File: src/rtl/pipelined_decode_stage.sv
// pipelined_decode_stage -- single-clock LEGv8 decode stage with a registered
// ID/EX output bank.
//
// Holds the main control decode, a NUM_REGS-entry register file (the top entry
// is XZR: it reads 0 and ignores writes) and the immediate sign-extender. The
// register file is written on the rising edge. A read of the register being
// written in the same cycle returns the new data.
//
// Optional feature, macro PIPELINED_DECODE_HAZARD_EN:
//   When defined, a load in ID/EX whose destination is a source of the
//   incoming instruction raises hazard_stall and one bubble is inserted.
//   When undefined, hazard_stall is tied 0.
//
// Ports
//   clk, rst_n            rising-edge clock, async active-low reset
//   if_valid, instruction instruction from IF/ID
//   id_flush              squash the instruction entering ID/EX
//   wb_en/addr/data       write-back port
//   hazard_stall          combinational; fetch holds PC and IF/ID
//   ex_valid .. alu_op    registered ID/EX decode and control
//   read_data1/2          registered R[Rn], R[reg2]
module pipelined_decode_stage #(
  parameter int WORD      = 64,
  parameter int INSTR_LEN = 32,
  parameter int NUM_REGS  = 32
) (
  input  logic                 clk,
  input  logic                 rst_n,
  input  logic                 if_valid,
  input  logic [INSTR_LEN-1:0] instruction,
  input  logic                 id_flush,
  input  logic                 wb_en,
  input  logic [4:0]           wb_addr,
  input  logic [WORD-1:0]      wb_data,
  output logic                 hazard_stall,
  output logic                 ex_valid,
  output logic [10:0]          opcode,
  output logic [4:0]           rd,
  output logic [WORD-1:0]      sign_ext_imm,
  output logic                 reg2_loc,
  output logic                 uncondbranch,
  output logic                 branch,
  output logic                 mem_read,
  output logic                 mem_to_reg,
  output logic                 mem_write,
  output logic                 alu_src,
  output logic                 reg_write,
  output logic [1:0]           alu_op,
  output logic [WORD-1:0]      read_data1,
  output logic [WORD-1:0]      read_data2
);

  localparam logic [4:0]  XZR     = 5'(NUM_REGS - 1);
  localparam logic [10:0] OP_ADD  = 11'b10001011000;
  localparam logic [10:0] OP_SUB  = 11'b11001011000;
  localparam logic [10:0] OP_AND  = 11'b10001010000;
  localparam logic [10:0] OP_ORR  = 11'b10101010000;
  localparam logic [10:0] OP_LDUR = 11'b11111000010;
  localparam logic [10:0] OP_STUR = 11'b11111000000;

  typedef struct packed {
    logic       reg2_loc;
    logic       uncondbranch;
    logic       branch;
    logic       mem_read;
    logic       mem_to_reg;
    logic       mem_write;
    logic       alu_src;
    logic       reg_write;
    logic [1:0] alu_op;
  } ctrl_t;

  logic [10:0]     op;
  logic [4:0]      rn, reg2;
  ctrl_t           dec_ctrl, ex_ctrl;
  logic [WORD-1:0] dec_imm, rdata1, rdata2;
  logic            load;
  logic [WORD-1:0] regs [NUM_REGS];

  assign op = instruction[31:21];
  assign rn = instruction[9:5];

  // Main control and immediate selection
  always_comb begin
    dec_ctrl = '0;
    dec_imm  = '0;
    casez (op)
      OP_ADD, OP_SUB, OP_AND, OP_ORR: begin
        dec_ctrl.reg_write = 1'b1;
        dec_ctrl.alu_op    = 2'b10;
      end
      OP_LDUR: begin
        dec_ctrl.alu_src    = 1'b1;
        dec_ctrl.mem_read   = 1'b1;
        dec_ctrl.mem_to_reg = 1'b1;
        dec_ctrl.reg_write  = 1'b1;
        dec_imm = {{(WORD-9){instruction[20]}}, instruction[20:12]};
      end
      OP_STUR: begin
        dec_ctrl.reg2_loc  = 1'b1;
        dec_ctrl.alu_src   = 1'b1;
        dec_ctrl.mem_write = 1'b1;
        dec_imm = {{(WORD-9){instruction[20]}}, instruction[20:12]};
      end
      11'b10110100???: begin  // CBZ
        dec_ctrl.reg2_loc = 1'b1;
        dec_ctrl.branch   = 1'b1;
        dec_ctrl.alu_op   = 2'b01;
        dec_imm = {{(WORD-19){instruction[23]}}, instruction[23:5]};
      end
      11'b000101?????: begin  // B
        dec_ctrl.uncondbranch = 1'b1;
        dec_imm = {{(WORD-26){instruction[25]}}, instruction[25:0]};
      end
      default: ;
    endcase
  end

  assign reg2 = dec_ctrl.reg2_loc ? instruction[4:0] : instruction[20:16];

  // Read ports: XZR first, then same-cycle write-back bypass, then the array
  assign rdata1 = (rn == XZR) ? '0 : (wb_en && wb_addr == rn) ? wb_data : regs[rn];
  assign rdata2 = (reg2 == XZR) ? '0 : (wb_en && wb_addr == reg2) ? wb_data : regs[reg2];

`ifdef PIPELINED_DECODE_HAZARD_EN
  logic reads_reg2;
  always_comb begin
    reads_reg2 = 1'b0;
    casez (op)
      OP_ADD, OP_SUB, OP_AND, OP_ORR, OP_STUR, 11'b10110100???: reads_reg2 = 1'b1;
      default: ;
    endcase
  end
  // Flush wins: a squashed instruction cannot need a stall
  assign hazard_stall = if_valid & ~id_flush & ex_valid & ex_ctrl.mem_read & (rd != XZR) &
                        ((rd == rn) | (reads_reg2 & (rd == reg2)));
`else
  assign hazard_stall = 1'b0;
`endif

  always_ff @(posedge clk or negedge rst_n) begin
    if (!rst_n) begin
      for (int i = 0; i < NUM_REGS; i++) regs[i] <= '0;
    end else if (wb_en && wb_addr != XZR) begin
      regs[wb_addr] <= wb_data;
    end
  end

  // Flush, stall and invalid input all produce an all-zero bubble
  assign load = if_valid & ~id_flush & ~hazard_stall;

  always_ff @(posedge clk or negedge rst_n) begin
    if (!rst_n) begin
      ex_valid     <= 1'b0;
      ex_ctrl      <= '0;
      opcode       <= '0;
      rd           <= '0;
      sign_ext_imm <= '0;
      read_data1   <= '0;
      read_data2   <= '0;
    end else if (!load) begin
      ex_valid     <= 1'b0;
      ex_ctrl      <= '0;
      opcode       <= '0;
      rd           <= '0;
      sign_ext_imm <= '0;
      read_data1   <= '0;
      read_data2   <= '0;
    end else begin
      ex_valid     <= 1'b1;
      ex_ctrl      <= dec_ctrl;
      opcode       <= op;
      rd           <= instruction[4:0];
      sign_ext_imm <= dec_imm;
      read_data1   <= rdata1;
      read_data2   <= rdata2;
    end
  end

  assign reg2_loc     = ex_ctrl.reg2_loc;
  assign uncondbranch = ex_ctrl.uncondbranch;
  assign branch       = ex_ctrl.branch;
  assign mem_read     = ex_ctrl.mem_read;
  assign mem_to_reg   = ex_ctrl.mem_to_reg;
  assign mem_write    = ex_ctrl.mem_write;
  assign alu_src      = ex_ctrl.alu_src;
  assign reg_write    = ex_ctrl.reg_write;
  assign alu_op       = ex_ctrl.alu_op;

endmodule

File: config.mk
export PLATFORM = sky130hd
export DESIGN_NAME = pipelined_decode_stage
export DESIGN_NICKNAME = d
export VERILOG_FILES = /design/src/rtl/pipelined_decode_stage.sv
export SDC_FILE = /design/constraint.sdc
export NUM_CORES = 2
export LEC_CHECK = 0
export BUFFER_PORTS_ARGS = -buffer_cell sky130_fd_sc_hd__buf_2
export CAP_MARGIN = 15
export CORE_ASPECT_RATIO = 1.25
export CORE_UTILIZATION = 50
export CTS_CLUSTER_SIZE = 12
export DETAILED_ROUTE_END_ITERATION = 8
export MAX_ROUTING_LAYER = met4
export PLACE_DENSITY = 0.66
export SLEW_MARGIN = 25
export SYNTH_ARGS = -nofsm -noshare
export SYNTH_HDL_FRONTEND = slang
export SYNTH_SLANG_ARGS = --single-unit
File: constraint.sdc
create_clock -name clk -period 2.5 [get_ports clk]
set_input_delay 0.125 -clock clk [delete_from_list [all_inputs] [get_ports clk]]
set_output_delay 0.125 -clock clk [all_outputs]
set_load 0.005 [all_outputs]
==> qor.txt <==
outcome -> finished, violations left
failing checks -> setup timing
Starting Density -> 0.503
Slew headroom -> 0.478
Filler Cells Inserted -> 18200
ys async rst share -> 1.00
flop2flop setup slack -> 0.12 ns
die area -> 233000 um2
Setup CP Type -> in -> reg
Clock Tree Root -> clkbuf_16
synthesized flop and latch total -> 2227
vias -> 85400
fin. max-slew vios -> 0
Total GRT Usage -> 0.361
post-layout instance area -> 135000 um2
Startpoint Class -> input port
FF/Latch Area -> 55700 um2
P per Cell Area -> 749 nW/um2
crit path from -> instruction[18]
CTS Sinks -> 2227
worst-case clock buffer depth -> 4
Crit Path Max Fanout -> 6
Initial DRT Pass Iterations -> 6
Hold Path Class -> in -> reg
Syn Area/Cell -> 13.0 um2
initial antenna violation count -> 17
Critical R2R Launch -> regs[1567]$_DFFE_PN0P_
row count -> 197
DRC Markers -> 0
Ports -> 326
GRT overflow -> 0
RePlAce Congestion -> 0.932
Netlist cell types -> 77
first-pass GRT wire length -> 601000 um
largest net degree at the start of global routing -> 126
CTS tree -> built
met1 Use GR -> 0.463
Core ar. -> 230000 um2
antenna viol nets, final -> 0
Worst Max-Slew Pin Slew -> 0.783 ns
layout cell share with drive strength beyond 1 -> 0.438
GR Util met2 -> 0.546
Total Routed Length -> 414000 um
busiest grt layer -> met2
yosys warns -> 0
critical path data required time -> 3.28 ns
post-synthesis cell count -> 8877
Worst path max stage delay -> 0.63 ns
footprint of the multi-input gates -> 56300 um2
register area share after synthesis -> 0.481
Synth Flop Type -> dfrtp_1
Routed WL per cell -> 33.1 um
Reg clk slew, reported paths -> 0.06 ns
Post-synth EDFFs -> 0
maxcap violations -> 0
syn_nets -> 8983
cells along the critical path -> dlygate4sd3_1 -> buf_2 -> nand2b_1 -> nand3_1 -> o31ai_1 -> o311ai_1 -> nor4_4 -> buf_4 -> o211a_4 -> buf_8 -> clkbuf_16 -> a32oi_1 -> o211ai_1
IO buf count -> 324
DR vias/cell -> 6.83
total CTS buffers -> 228
H-tree levels -> 4
post-route worst setup slack -> -0.0579 ns
worst reg-to-reg path cell count -> 5
final hold vios -> 0
Final Power -> 0.101 W
Core Util, Final -> 0.587
DP Area -> 127000 um2
number of global-route vias before repair -> 85900
maximum VDD drop -> 0.000599 V
GRT met3 Usage -> 0.0710
Die Wd -> 432 um
Die Span Y -> 540 um
worst hold slack -> 0.0245 ns
Worst Skew -> 0.0525 ns
Pleak -> 59.2 nW
critical path's slowest cell -> nor4_4
Worst EP arrival -> 3.34 ns
reg2reg end -> read_data1[31]$_DFF_PN0_
Final Critical Period -> 2.56 ns
DRT iter0 DRCs -> 10100
Worst Setup EP -> read_data2[59]$_DFF_PN0_
worst skew pair latency -> 0.93 ns
endpoints failing setup -> 36
final worst-path cycle share -> 1.02
hpwl dp -> 256000 um
Layout area overhead -> 16.8%
post-synth design cell area -> 116000 um2
Peak Freq -> 0.391 GHz
Crit. End Element -> flip-flop
nets -> 9383
## cells in the final DEF (no fill, tap or decap), types with 17 or more instances in the layout
master	n
a2111oi_0	20
a211oi_1	65
a21o_1	20
a21oi_1	236
a22o_1	50
a31o_2	43
a32o_1	39
a32oi_1	209
buf_12	301
buf_2	319
buf_4	419
clkbuf_1	62
clkbuf_16	235
clkbuf_8	39
dfrtp_1	2227
diode_2	19
dlygate4sd3_1	119
mux2_2	1984
mux2i_1	469
mux4_2	640
nand2_1	1014
nand2_4	18
nand3_1	177
nand3b_1	19
nand4_1	110
nor2_1	79
nor2_4	17
o211ai_1	64
o21bai_1	44
o22ai_1	87
o2bb2ai_1	63
or4_1	19
## through the flow
step | cells | setup TNS [ns] | setup WS, ns
after floorplan | 8877 | 0 | 0.0291
after global placement | 12000 | -66.85 | -0.501
after detailed placement | 12000 | -29.82 | -0.553
after CTS | 12500 | 0 | 0.000564
after global routing | 12500 | -0.0222 | -0.0106
final | 12500 | -0.661 | -0.0579
## logic make-up after synthesis
| kind of cell | synth area share |
|---|---|
| DFF | 0.481 |
| other | 0.0000324 |
| buffers and inverters | 0.0373 |
| xor gates and xnor gates | 0.000757 |
| and+or+nand+nor | 0.0576 |
| muxes | 0.358 |
| AOI/OAI and AO/OA | 0.0648 |
## state kept, by name, indices dropped and copies added (netlist names)
signal,count
regs,2048
read_data1,64
read_data2,64
sign_ext_imm,26
opcode,11
rd,5
alu_op,2
alu_src,1
ex_valid,1
mem_read,1
mem_write,1
reg2_loc,1
reg_write,1
uncondbranch,1
## critical path, delay by kind of cell
family,cells,cell delay (ns)
buffers and inverters,5,1.36
and+or+nand+nor,3,0.91
AOI/OAI and AO/OA,5,0.93
## cell usage after synthesis, types with 4 or more instances
cell type  number  share of area
buf_1          61         0.0020
a32o_1         39         0.0034
a22o_1         50         0.0038
xor2_1          5        0.00038
clkbuf_1      709          0.023
o22ai_1        88         0.0048
dfrtp_1      2227           0.48
nand2b_1        7        0.00038
nor3_1         11        0.00048
and2_1         15        0.00081
mux4_2        640           0.12
a21oi_1       236          0.010
inv_1           4        0.00013
nor2_1         92         0.0030
nor4_1          5        0.00027
a22oi_1        14        0.00091
o21bai_1       44         0.0029
a211oi_1       65         0.0042
a31o_2         43         0.0033
a32oi_1       211          0.016
o21ai_0         4        0.00017
a21o_1         20         0.0013
xnor2_1         5        0.00038
a222oi_1        8        0.00069
mux2_2       1984           0.19
o2bb2ai_1      63         0.0048
nand3_1       182         0.0079
a221oi_1        5        0.00038
buf_2         174         0.0075
nand3b_1       19         0.0012
buf_4          63         0.0041
mux2i_1       469          0.041
a2111oi_0      21         0.0016
nor2b_1         4        0.00022
o211ai_1       64         0.0042
buf_6           6        0.00058
or4_1          20         0.0013
nand4_1       110         0.0059
nand2_1      1033          0.033
## timing repair
item | in CTS | in global routing
hold buffers | 121 | 0
setup endpoints to repair | 0 | 61
endpoints found under the hold margin | 4388 | 0
gates resized for setup | 0 | 31
setup buffers | 0 | 15
## how the worst min path moves through the flow
stage / start / to / slack [ns] / cells past startpoint
after floorplan: rst_n / alu_op[0]$_DFF_PN0_ / -0.17 / 0
after CTS: rst_n / regs[544]$_DFFE_PN0P_ / 0.0001 / 3
after global routing: rst_n / regs[544]$_DFFE_PN0P_ / 0.05 / 3
after detailed placement: rst_n / regs[864]$_DFFE_PN0P_ / 0.11 / 1
after global placement: rst_n / regs[864]$_DFFE_PN0P_ / 0.11 / 1
final: instruction[7] / read_data1[30]$_DFF_PN0_ / 0.02 / 4
## power breakdown
| group | leakage (nW) | internal [W] | switching [W] | total (W) |
|---|---|---|---|---|
| sequential | 28.7 | 0.0425 | 0.00511 | 0.0476 |
| clock | 3.34 | 0.0183 | 0.0146 | 0.0329 |
| combinational | 27.2 | 0.0117 | 0.00904 | 0.0208 |
| total | 59.2 | 0.0726 | 0.0287 | 0.101 |
## routing by layer
| layer | vias up | share of wire |
|---|---|---|
| met1 | 44900 | 0.38 |
| li1 | 34000 | - |
| met4 | 0 | 0.060 |
| met2 | 5180 | 0.46 |
| met5 | - | 0 |
| met3 | 1341 | 0.095 |
## area by class of cell
cell class                 instances  area share
clock buffer                     330      0.0481
tap                             3084      0.0286
antenna                           19    0.000352
timing repair buffer            1182      0.0918
clock inverter                    26     0.00247
inverter                           4    0.000111
multi-input combinational       5634       0.416
sequential                      2227       0.412
No activity file was read; power rests on OpenSTA's default activity.
